<file path="config.mk">
export PLATFORM = sky130hd
export DESIGN_NAME = stream_arb_2to1
export DESIGN_NICKNAME = d
export VERILOG_FILES = /design/src/rtl/stream_arb_2to1_pkg.sv /design/src/rtl/stream_arb_2to1_byte_slot.sv /design/src/rtl/stream_arb_2to1.sv
export SDC_FILE = /design/constraint.sdc
export NUM_CORES = 1
export LEC_CHECK = 0
export BUFFER_PORTS_ARGS = -buffer_cell sky130_fd_sc_hd__buf_2
export CELL_PAD_IN_SITES_DETAIL_PLACEMENT = 0
export CELL_PAD_IN_SITES_GLOBAL_PLACEMENT = 1
export CORE_MARGIN = 10
export CORE_UTILIZATION = 34
export DETAILED_ROUTE_END_ITERATION = 8
export PLACE_DENSITY_LB_ADDON = 0.1
export SLEW_MARGIN = 20
export SYNTH_ARGS = -nofsm -noshare
export SYNTH_HDL_FRONTEND = slang
export SYNTH_SLANG_ARGS = --single-unit
export TNS_END_PERCENT = 20
</file>
<file path="constraint.sdc">
create_clock -name clk -period 2.1 [get_ports clk]
set_input_delay 0.42 -clock clk [delete_from_list [all_inputs] [get_ports clk]]
set_output_delay 0.42 -clock clk [all_outputs]
set_load 0.01 [all_outputs]
</file>
<file path="src/rtl/stream_arb_2to1_pkg.sv">
// stream_arb_2to1_pkg: shared source ids and default widths for the 2:1 stream arbiter
package stream_arb_2to1_pkg;
   localparam logic SRC0 = 1'b0;
   localparam logic SRC1 = 1'b1;
   localparam int WIDTH_DEF = 8;
   localparam int CNT_W_DEF = 8;
endpackage

</file>
<file path="src/rtl/stream_arb_2to1_byte_slot.sv">
// byte_slot: one-entry holding buffer with load/unload, full flag and sync clear
module byte_slot
   import stream_arb_2to1_pkg::*;
#(
   parameter int WIDTH = WIDTH_DEF
) (
   input  logic             clk,
   input  logic             rst,
   input  logic             load,
   input  logic             unload,
   input  logic [WIDTH-1:0] din,
   output logic             full,
   output logic [WIDTH-1:0] dout
);
   // a load wins over an unload on the same edge so the slot refills without a bubble
   always_ff @(posedge clk)
      if (rst) begin
         full <= 1'b0;
         dout <= '0;
      end else begin
         full <= load ? 1'b1 : (unload ? 1'b0 : full);
         if (load) dout <= din;
      end
endmodule

</file>
<file path="src/rtl/stream_arb_2to1.sv">
// stream_arb_2to1: round-robin 2:1 valid/ready byte arbiter with registered output and per-source counters
module stream_arb_2to1
   import stream_arb_2to1_pkg::*;
#(
   parameter int WIDTH = WIDTH_DEF,
   parameter int CNT_W = CNT_W_DEF
) (
   input  logic             clk,
   input  logic             rst,
   input  logic [WIDTH-1:0] in0_data,
   input  logic             in0_valid,
   output logic             in0_ready,
   input  logic [WIDTH-1:0] in1_data,
   input  logic             in1_valid,
   output logic             in1_ready,
   output logic [WIDTH-1:0] out_data,
   output logic             out_valid,
   input  logic             out_ready,
   output logic             out_src,
   output logic [CNT_W-1:0] cnt0,
   output logic [CNT_W-1:0] cnt1
);
   logic             full0, full1, last, free, gnt_any, gnt, grant0, grant1;
   logic [WIDTH-1:0] data0, data1;

   // grant only into a free output slot; on a tie the source not served last wins
   always_comb begin
      free      = ~out_valid | out_ready;
      gnt_any   = free & (full0 | full1);
      gnt       = (full0 & full1) ? ~last : (full1 ? SRC1 : SRC0);
      grant0    = gnt_any & (gnt == SRC0);
      grant1    = gnt_any & (gnt == SRC1);
      in0_ready = ~rst & (~full0 | grant0);
      in1_ready = ~rst & (~full1 | grant1);
   end

   byte_slot #(.WIDTH(WIDTH)) u_slot0 (
      .clk    (clk),
      .rst    (rst),
      .load   (in0_valid & in0_ready),
      .unload (grant0),
      .din    (in0_data),
      .full   (full0),
      .dout   (data0)
   );

   byte_slot #(.WIDTH(WIDTH)) u_slot1 (
      .clk    (clk),
      .rst    (rst),
      .load   (in1_valid & in1_ready),
      .unload (grant1),
      .din    (in1_data),
      .full   (full1),
      .dout   (data1)
   );

   // output stage, priority pointer and delivered-byte counters; data/src hold when no new grant
   always_ff @(posedge clk)
      if (rst) begin
         out_data  <= '0;
         out_valid <= 1'b0;
         out_src   <= SRC0;
         last      <= SRC1;
         cnt0      <= '0;
         cnt1      <= '0;
      end else begin
         if (out_valid && out_ready) begin
            if (out_src == SRC0) cnt0 <= cnt0 + 1'b1;
            else cnt1 <= cnt1 + 1'b1;
         end
         if (gnt_any) begin
            out_data  <= (gnt == SRC1) ? data1 : data0;
            out_src   <= gnt;
            out_valid <= 1'b1;
            last      <= gnt;
         end else if (out_ready) begin
            out_valid <= 1'b0;
         end
      end
endmodule

</file>
==> insert_results.sql, run 1 <==
INSERT INTO impl_metrics (metric_group, metric, value, unit) VALUES
('sta', 'highest_clock_rate', '0.5534', 'GHz'),
('global_routing', 'number_of_global_route_vias_before_repair', '1604', ''),
('routing', 'drt_wl_total', '4487', 'um'),
('global_routing', 'grt_util_met3', '0.04441', ''),
('clock_tree', 'cts_hold_buffers', '0', ''),
('power', 'vdd.ir_drop.worst', '0.2807', 'mV'),
('logic_synthesis', 'yosys_most_used_dff', 'sky130_fd_sc_hd__dfxtp_1', ''),
('cells_and_area', 'final_cells', '335', ''),
('clock_tree', 'clockBufferDepth', '2', ''),
('clock_tree', 'clock_sink_count', '45', ''),
('clock_tree', 'h-tree-depth', '2', ''),
('clock_tree', 'clk-insertion-delay-late', '0.29', 'ns'),
('power', 'power.static_leakage', '1.005', 'nW'),
('logic_synthesis', 'synthDominantAreaCellType', 'sky130_fd_sc_hd__dfxtp_1', ''),
('routing', 'drtIter0Drc', '42', ''),
('sta', 'setup_viol', '0', ''),
('cells_and_area', 'filler_cell_count', '614', ''),
('logic_synthesis', 'asyncSetResetFlopFracSynth', '0', ''),
('sta', 'worst_slack', '0.2929', 'ns'),
('logic_synthesis', 'post_synth.cell_area_avg', '8.799', 'um2'),
('sta', 'hold_violations', '0', ''),
('flow_run', 'max-cap-violations', '0', ''),
('place', 'placed_cells', '327', ''),
('sta', 'final.hold.worst_slack', '0.3573', 'ns'),
('clock_tree', 'root_buffer', 'sky130_fd_sc_hd__clkbuf_8', ''),
('outcome', 'status', 'completed', ''),
('logic_synthesis', 'synth_warnings', '0', ''),
('global_routing', 'grt_start_max_net_pins', '28', ''),
('sta', 'max_slew.worst_pin.slew', '0.8754', 'ns'),
('floorplan', 'die_height', '94.77', 'um'),
('cells_and_area', 'layout.area.seq', '900.9', 'um2'),
('logic_synthesis', 'synth_edf_count', '0', ''),
('setup_path', 'worstPathMaxFanout', '5', ''),
('cells_and_area', 'mostFrequentLayoutCell', 'sky130_fd_sc_hd__nand2_1', ''),
('floorplan', 'design.portCount', '49', ''),
('clock_tree', 'cts-buffers-inserted', '5', ''),
('routing', 'detail_route.first_pass.iterations', '4', ''),
('clock_tree', 'post_cts.repair.setup_buffers', '0', ''),
('sta', 'finalCritPeriodShare', '0.8605', ''),
('logic_synthesis', 'mappedNetlistArea', '0.001901', 'mm2'),
('global_routing', 'grt_pass1_wl', '7403', 'um'),
('global_routing', 'overflow', '0', ''),
('place', 'gp_congestion', '0.7270', ''),
('sta', 'fin_tns_setup', '0', 'ns'),
('cells_and_area', 'area_growth', '21.20', '%'),
('clock_tree', 'ctsResizeCount', '0', ''),
('global_routing', 'gr-usage-met2', '0.1756', ''),
('setup_path', 'worstPathArrival', '1.39', 'ns'),
('floorplan', 'total_die_area', '0.008980', 'mm2'),
('setup_path', 'worst_setup_path_start_kind', 'flip-flop', ''),
('cells_and_area', 'drive_above_1_share', '0.2510', ''),
('cells_and_area', 'ant_diodes', '0', ''),
('sta', 'slew_headroom', '0.4152', ''),
('logic_synthesis', 'post_synth_num_cell_types', '35', ''),
('routing', 'detail-route-antenna-nets', '0', ''),
('place', 'buffer_ports.inserted', '48', ''),
('floorplan', 'die_width', '94.77', 'um'),
('cells_and_area', 'postLayoutCoreUtil', '0.4209', ''),
('global_routing', 'globalRoute.busiestLayer', 'met2', ''),
('floorplan', 'rows', '27', ''),
('floorplan', 'floorplan.initialDensity', '0.3473', ''),
('logic_synthesis', 'synth.yosys.seq_area_share', '0.4740', ''),
('clock_tree', 'clock_transition_at_the_registers_of_the_reported_paths', '0.08', 'ns'),
('setup_path', 'cp-end-kind', 'primary output', ''),
('logic_synthesis', 'yosys-top-cells-area', 'sky130_fd_sc_hd__dfxtp_1, sky130_fd_sc_hd__nand2_1, sky130_fd_sc_hd__mux2i_1, sky130_fd_sc_hd__nor2_1, sky130_fd_sc_hd__a21oi_1', ''),
('routing', 'viasPerCell', '4.731', ''),
('cells_and_area', 'multi_input_comb_area', '935.9', 'um2'),
('worst_hold_path', 'hold_path_class', 'in2reg', ''),
('logic_synthesis', 'synth.ff_latch_count', '45', ''),
('floorplan', 'placeableCoreArea', '0.005473', 'mm2'),
('logic_synthesis', 'synth.top_cell.area_share', '0.4740', '');
==> cells in the mapped netlist (3+ instances only) <==
library cell,n
sky130_fd_sc_hd__xor2_1,6
sky130_fd_sc_hd__o21ai_0,3
sky130_fd_sc_hd__clkbuf_1,6
sky130_fd_sc_hd__nand3_1,3
sky130_fd_sc_hd__mux2i_1,16
sky130_fd_sc_hd__a21oi_1,14
sky130_fd_sc_hd__a22oi_1,8
sky130_fd_sc_hd__nor3_1,4
sky130_fd_sc_hd__nand4_1,6
sky130_fd_sc_hd__nor2_1,20
sky130_fd_sc_hd__nand2_1,51
sky130_fd_sc_hd__xnor2_1,6
sky130_fd_sc_hd__dfxtp_1,45
sky130_fd_sc_hd__and3_1,3
==> final timing paths <==
check | endpoint | slack (ns) | cells after the start | startpoint
worst max-delay path | in0_ready | 0.29 | 4 | last
worst min-delay path | u_slot0.full | 0.36 | 3 | in0_valid
worst max register to register | u_slot1.dout[4] | 0.42 | 4 | out_valid
worst min register to register | out_data[4] | 0.46 | 2 | u_slot1.dout[4]
==> per-stage QoR <==
step | power [mW] | area [um2]
2_1_floorplan | 1.050 | 1901
3_3_place_gp | 1.113 | 2202
3_5_place_dp | 1.115 | 2202
4_1_cts | 1.699 | 2303
5_1_grt | 1.751 | 2303
6_report | 1.673 | 2303
==> sequential cells by signal (all words and copies together) (netlist names), 8 cells and up <==
signal,cells
cnt0,8
cnt1,8
out_data,8
u_slot0.dout,8
u_slot1.dout,8
==> final cells by class <==
cell class	count	share of cell area
multi-input cells	158	0.4063
inverters	2	0.003259
well taps	72	0.03911
flip-flops and latches	45	0.3911
clock inverters	1	0.002173
clock buffers	7	0.04183
repair buffers	50	0.1162
==> metal layers <==
metal / wire (um) / share of wire / vias to the layer above
met2: 2211 / 0.49 / 34
met1: 1927 / 0.43 / 730
met4: 26 / 0.0058 / 0
met3: 321 / 0.072 / 4
li1: - / - / 817
met5: 0 / 0 / -
==> report_power, final <==
part	switching [mW]	leakage (nW)	internal, mW
Sequential	0.0290	0.367	0.890
Combinational	0.0942	0.583	0.0771
Clock	0.285	0.0542	0.298
Total	0.408	1.00	1.26
==> worst max-delay path, stage by stage (launching register included) <==
cell and delay (ns):
sky130_fd_sc_hd__dfxtp_1 0.39, sky130_fd_sc_hd__and2b_1 0.24, sky130_fd_sc_hd__o21a_4 0.21, sky130_fd_sc_hd__nor2_1 0.10
sky130_fd_sc_hd__buf_2 0.15
==> cells by family (layout without fill, tap and decap cells) <==
family	Yosys count	count (layout)	share of synthesized area
adders and majority gates	2	2	0.01316
buffers and inverters	13	60	0.03357
and+or+nand+nor	98	98	0.2370
muxes	16	16	0.08426
AOI/OAI and AO/OA	30	30	0.1027
DFF	45	45	0.4740
xor gates and xnor gates	12	12	0.05530
(Power assumes the default switching activity.)
==> run 2: changes to the inputs <==
--- a/config.mk
+++ b/config.mk
@@ -12,7 +12,7 @@
 export CORE_UTILIZATION = 34
 export DETAILED_ROUTE_END_ITERATION = 8
 export PLACE_DENSITY_LB_ADDON = 0.1
-export SLEW_MARGIN = 20
+export REMOVE_ABC_BUFFERS = 1
 export SYNTH_ARGS = -nofsm -noshare
 export SYNTH_HDL_FRONTEND = slang
 export SYNTH_SLANG_ARGS = --single-unit
==> run 2 against run 1 <==
Wire length shrank 0.53%. Die area is the same. Via count shrank 1.8%. Count of clock-buffer cells in the layout increased by 1. Combinational power is essentially flat. Critical path depth did not move. First-iteration DRC count fell by 19%. Sequential share of layout area is 0.45 points higher. Design area shrank 1.1%. Final cell count grew 0.30%. Global-route usage shrank 0.27 points. Largest cell class unchanged. Largest power group unchanged. Setup slack better by 0.027 ns.
==> insert_results.sql, run 2 (synthesized netlist as in run 1, its figures left out) <==
INSERT INTO impl_metrics (metric_group, metric, value, unit) VALUES
('setup_path', 'cp-end-kind', 'primary output', ''),
('cells_and_area', 'leading_cell_types_in_the_layout_fill_and_taps_excluded', 'sky130_fd_sc_hd__nand2_1, sky130_fd_sc_hd__buf_2, sky130_fd_sc_hd__dfxtp_1', ''),
('routing', 'drtIter0Drc', '34', ''),
('sta', 'highest_clock_rate', '0.5618', 'GHz'),
('routing', 'top_signal_layer_used', 'met4', ''),
('sta', 'unrepaired_setup_endpoints_after_global_routing', 'no', ''),
('outcome', 'status', 'completed', ''),
('routing', 'detail-route-antenna-nets', '0', ''),
('clock_tree', 'clock_transition_at_the_registers_of_the_reported_paths', '0.08', 'ns'),
('sta', 'setup_viol', '0', ''),
('sta', 'report.final.slew_viol_count', '0', ''),
('cells_and_area', 'ant_diodes', '0', ''),
('routing', 'viasPerCell', '4.631', ''),
('clock_tree', 'ctsResizeCount', '0', ''),
('setup_path', 'worst_setup_path_start_kind', 'flip-flop', ''),
('place', 'buffer_ports.inserted', '48', ''),
('routing', 'wl_met2', '2117', 'um'),
('cells_and_area', 'drive_above_1_share', '0.2424', ''),
('power', 'power.static_leakage', '0.9902', 'nW'),
('power', 'pwr_density_cell', '703.5', 'mW/mm2'),
('sta', 'hold_violations', '0', ''),
('clock_tree', 'cts-buffers-inserted', '5', ''),
('clock_tree', 'cts_hold_buffers', '0', ''),
('flow_run', 'max-cap-violations', '0', ''),
('routing', 'drt_wl_total', '4463', 'um'),
('routing', 'detail_route.first_pass.iterations', '4', ''),
('floorplan', 'rows', '27', ''),
('sta', 'timing.clock.skew', '0.005841', 'ns'),
('sta', 'worst_slack', '0.3199', 'ns'),
('cells_and_area', 'area_growth', '19.82', '%'),
('worst_hold_path', 'hold_path_class', 'in2reg', ''),
('routing', 'drt-wirelength-per-cell', '13.28', 'um'),
('sta', 'fin_tns_setup', '0', 'ns'),
('clock_tree', 'post_cts.repair.setup_buffers', '0', ''),
('global_routing', 'global_route.usage.total', '0.1002', ''),
('global_routing', 'grt_pass1_wl', '7182', 'um'),
('sta', 'slew_headroom', '0.4088', ''),
('sta', 'max_slew.worst_pin.slew', '0.8850', 'ns'),
('global_routing', 'number_of_global_route_vias_before_repair', '1568', ''),
('power', 'vdd.ir_drop.worst', '0.4083', 'mV'),
('floorplan', 'placeableCoreArea', '0.005473', 'mm2'),
('clock_tree', 'clk-insertion-delay-late', '0.29', 'ns'),
('floorplan', 'die_width', '94.77', 'um'),
('routing', 'routed-wl-met3', '313', 'um'),
('cells_and_area', 'mostFrequentLayoutCell', 'sky130_fd_sc_hd__nand2_1', ''),
('floorplan', 'design.portCount', '49', ''),
('place', 'dp.final_hpwl', '3334', 'um'),
('clock_tree', 'h-tree-depth', '2', ''),
('floorplan', 'total_die_area', '0.008980', 'mm2'),
('setup_path', 'worst-setup-path-type', 'reg2out', ''),
('sta', 'finalCritPeriodShare', '0.8477', ''),
('setup_path', 'critical_path_required', '1.68', 'ns'),
('setup_path', 'reg2reg_setup_slack', '0.39', 'ns'),
('routing', 'drt-met1-wl', '1973', 'um'),
('power', 'report.power.total', '1.602', 'mW'),
('clock_tree', 'cts_tree', 'yes', ''),
('routing', 'num_vias', '1556', ''),
('global_routing', 'grt_antenna_before_repair', '0', ''),
('floorplan', 'die_height', '94.77', 'um'),
('place', 'gp_congestion', '0.7063', ''),
('setup_path', 'worstPathArrival', '1.36', 'ns'),
('setup_path', 'worstPathMaxFanout', '5', ''),
('clock_tree', 'clock_sink_count', '45', ''),
('clock_tree', 'clockBufferDepth', '2', ''),
('floorplan', 'floorplan.initialDensity', '0.3473', ''),
('global_routing', 'grt_start_max_net_pins', '18', ''),
('global_routing', 'overflow', '0', ''),
('clock_tree', 'root_buffer', 'sky130_fd_sc_hd__clkbuf_8', ''),
('routing', 'drc', '0', ''),
('cells_and_area', 'finish.net_count', '286', ''),
('sta', 'post-route-min-period', '1.780', 'ns'),
('place', 'dp_slack', '0.1543', 'ns');
-- run 2: final timing paths --
path,startpoint,to,cells after the start
worst min-delay path,in0_valid,u_slot0.full,3
worst max-delay path,last,in0_ready,4
worst max register to register,out_valid,u_slot1.dout[0],4
worst min register to register,u_slot1.dout[2],out_data[2],2
-- run 2: metal layers --
metal  track usage  vias up
li1              -      820
met1        0.1109      699
met2        0.1653       30
met3       0.04362        7
met4       0.04115        0
met5             0        -
-- run 2: final cells by class --
type,count,area (um2)
Inverter,2,7.507
Timing Repair Buffer,51,262.8
Clock buffer,8,80.08
Multi-Input combinational cell,158,935.9
Sequential cell,45,900.9
Tap cell,72,90.09
Fill cell,593,3196
-- run 2: where the power goes --
group          internal, mW  total, mW  switching [mW]  leakage [nW]
Combinational        0.0759      0.169          0.0931         0.583
Sequential            0.890      0.919          0.0290         0.367
Clock                 0.237      0.514           0.278        0.0395
Total                  1.20       1.60           0.400         0.990
-- run 2: worst max-delay path, cell delays in order (launching register included) --
cell and delay (ns):
sky130_fd_sc_hd__dfxtp_1 0.39, sky130_fd_sc_hd__and2b_1 0.25, sky130_fd_sc_hd__o21a_4 0.21, sky130_fd_sc_hd__nor2_1 0.08, sky130_fd_sc_hd__buf_2 0.14
-- run 2: per-stage QoR --
stage	hold slack, ns	cell area (um2)	util	std cells
4_1_cts	0.3406	2277	0.4161	336
3_5_place_dp	0.4514	2197	0.4015	328
6_report	0.3491	2277	0.4161	336
5_1_grt	0.3542	2277	0.4161	336
2_1_floorplan	0.4260	1844	-	205
3_3_place_gp	0.4480	2197	0.4015	328
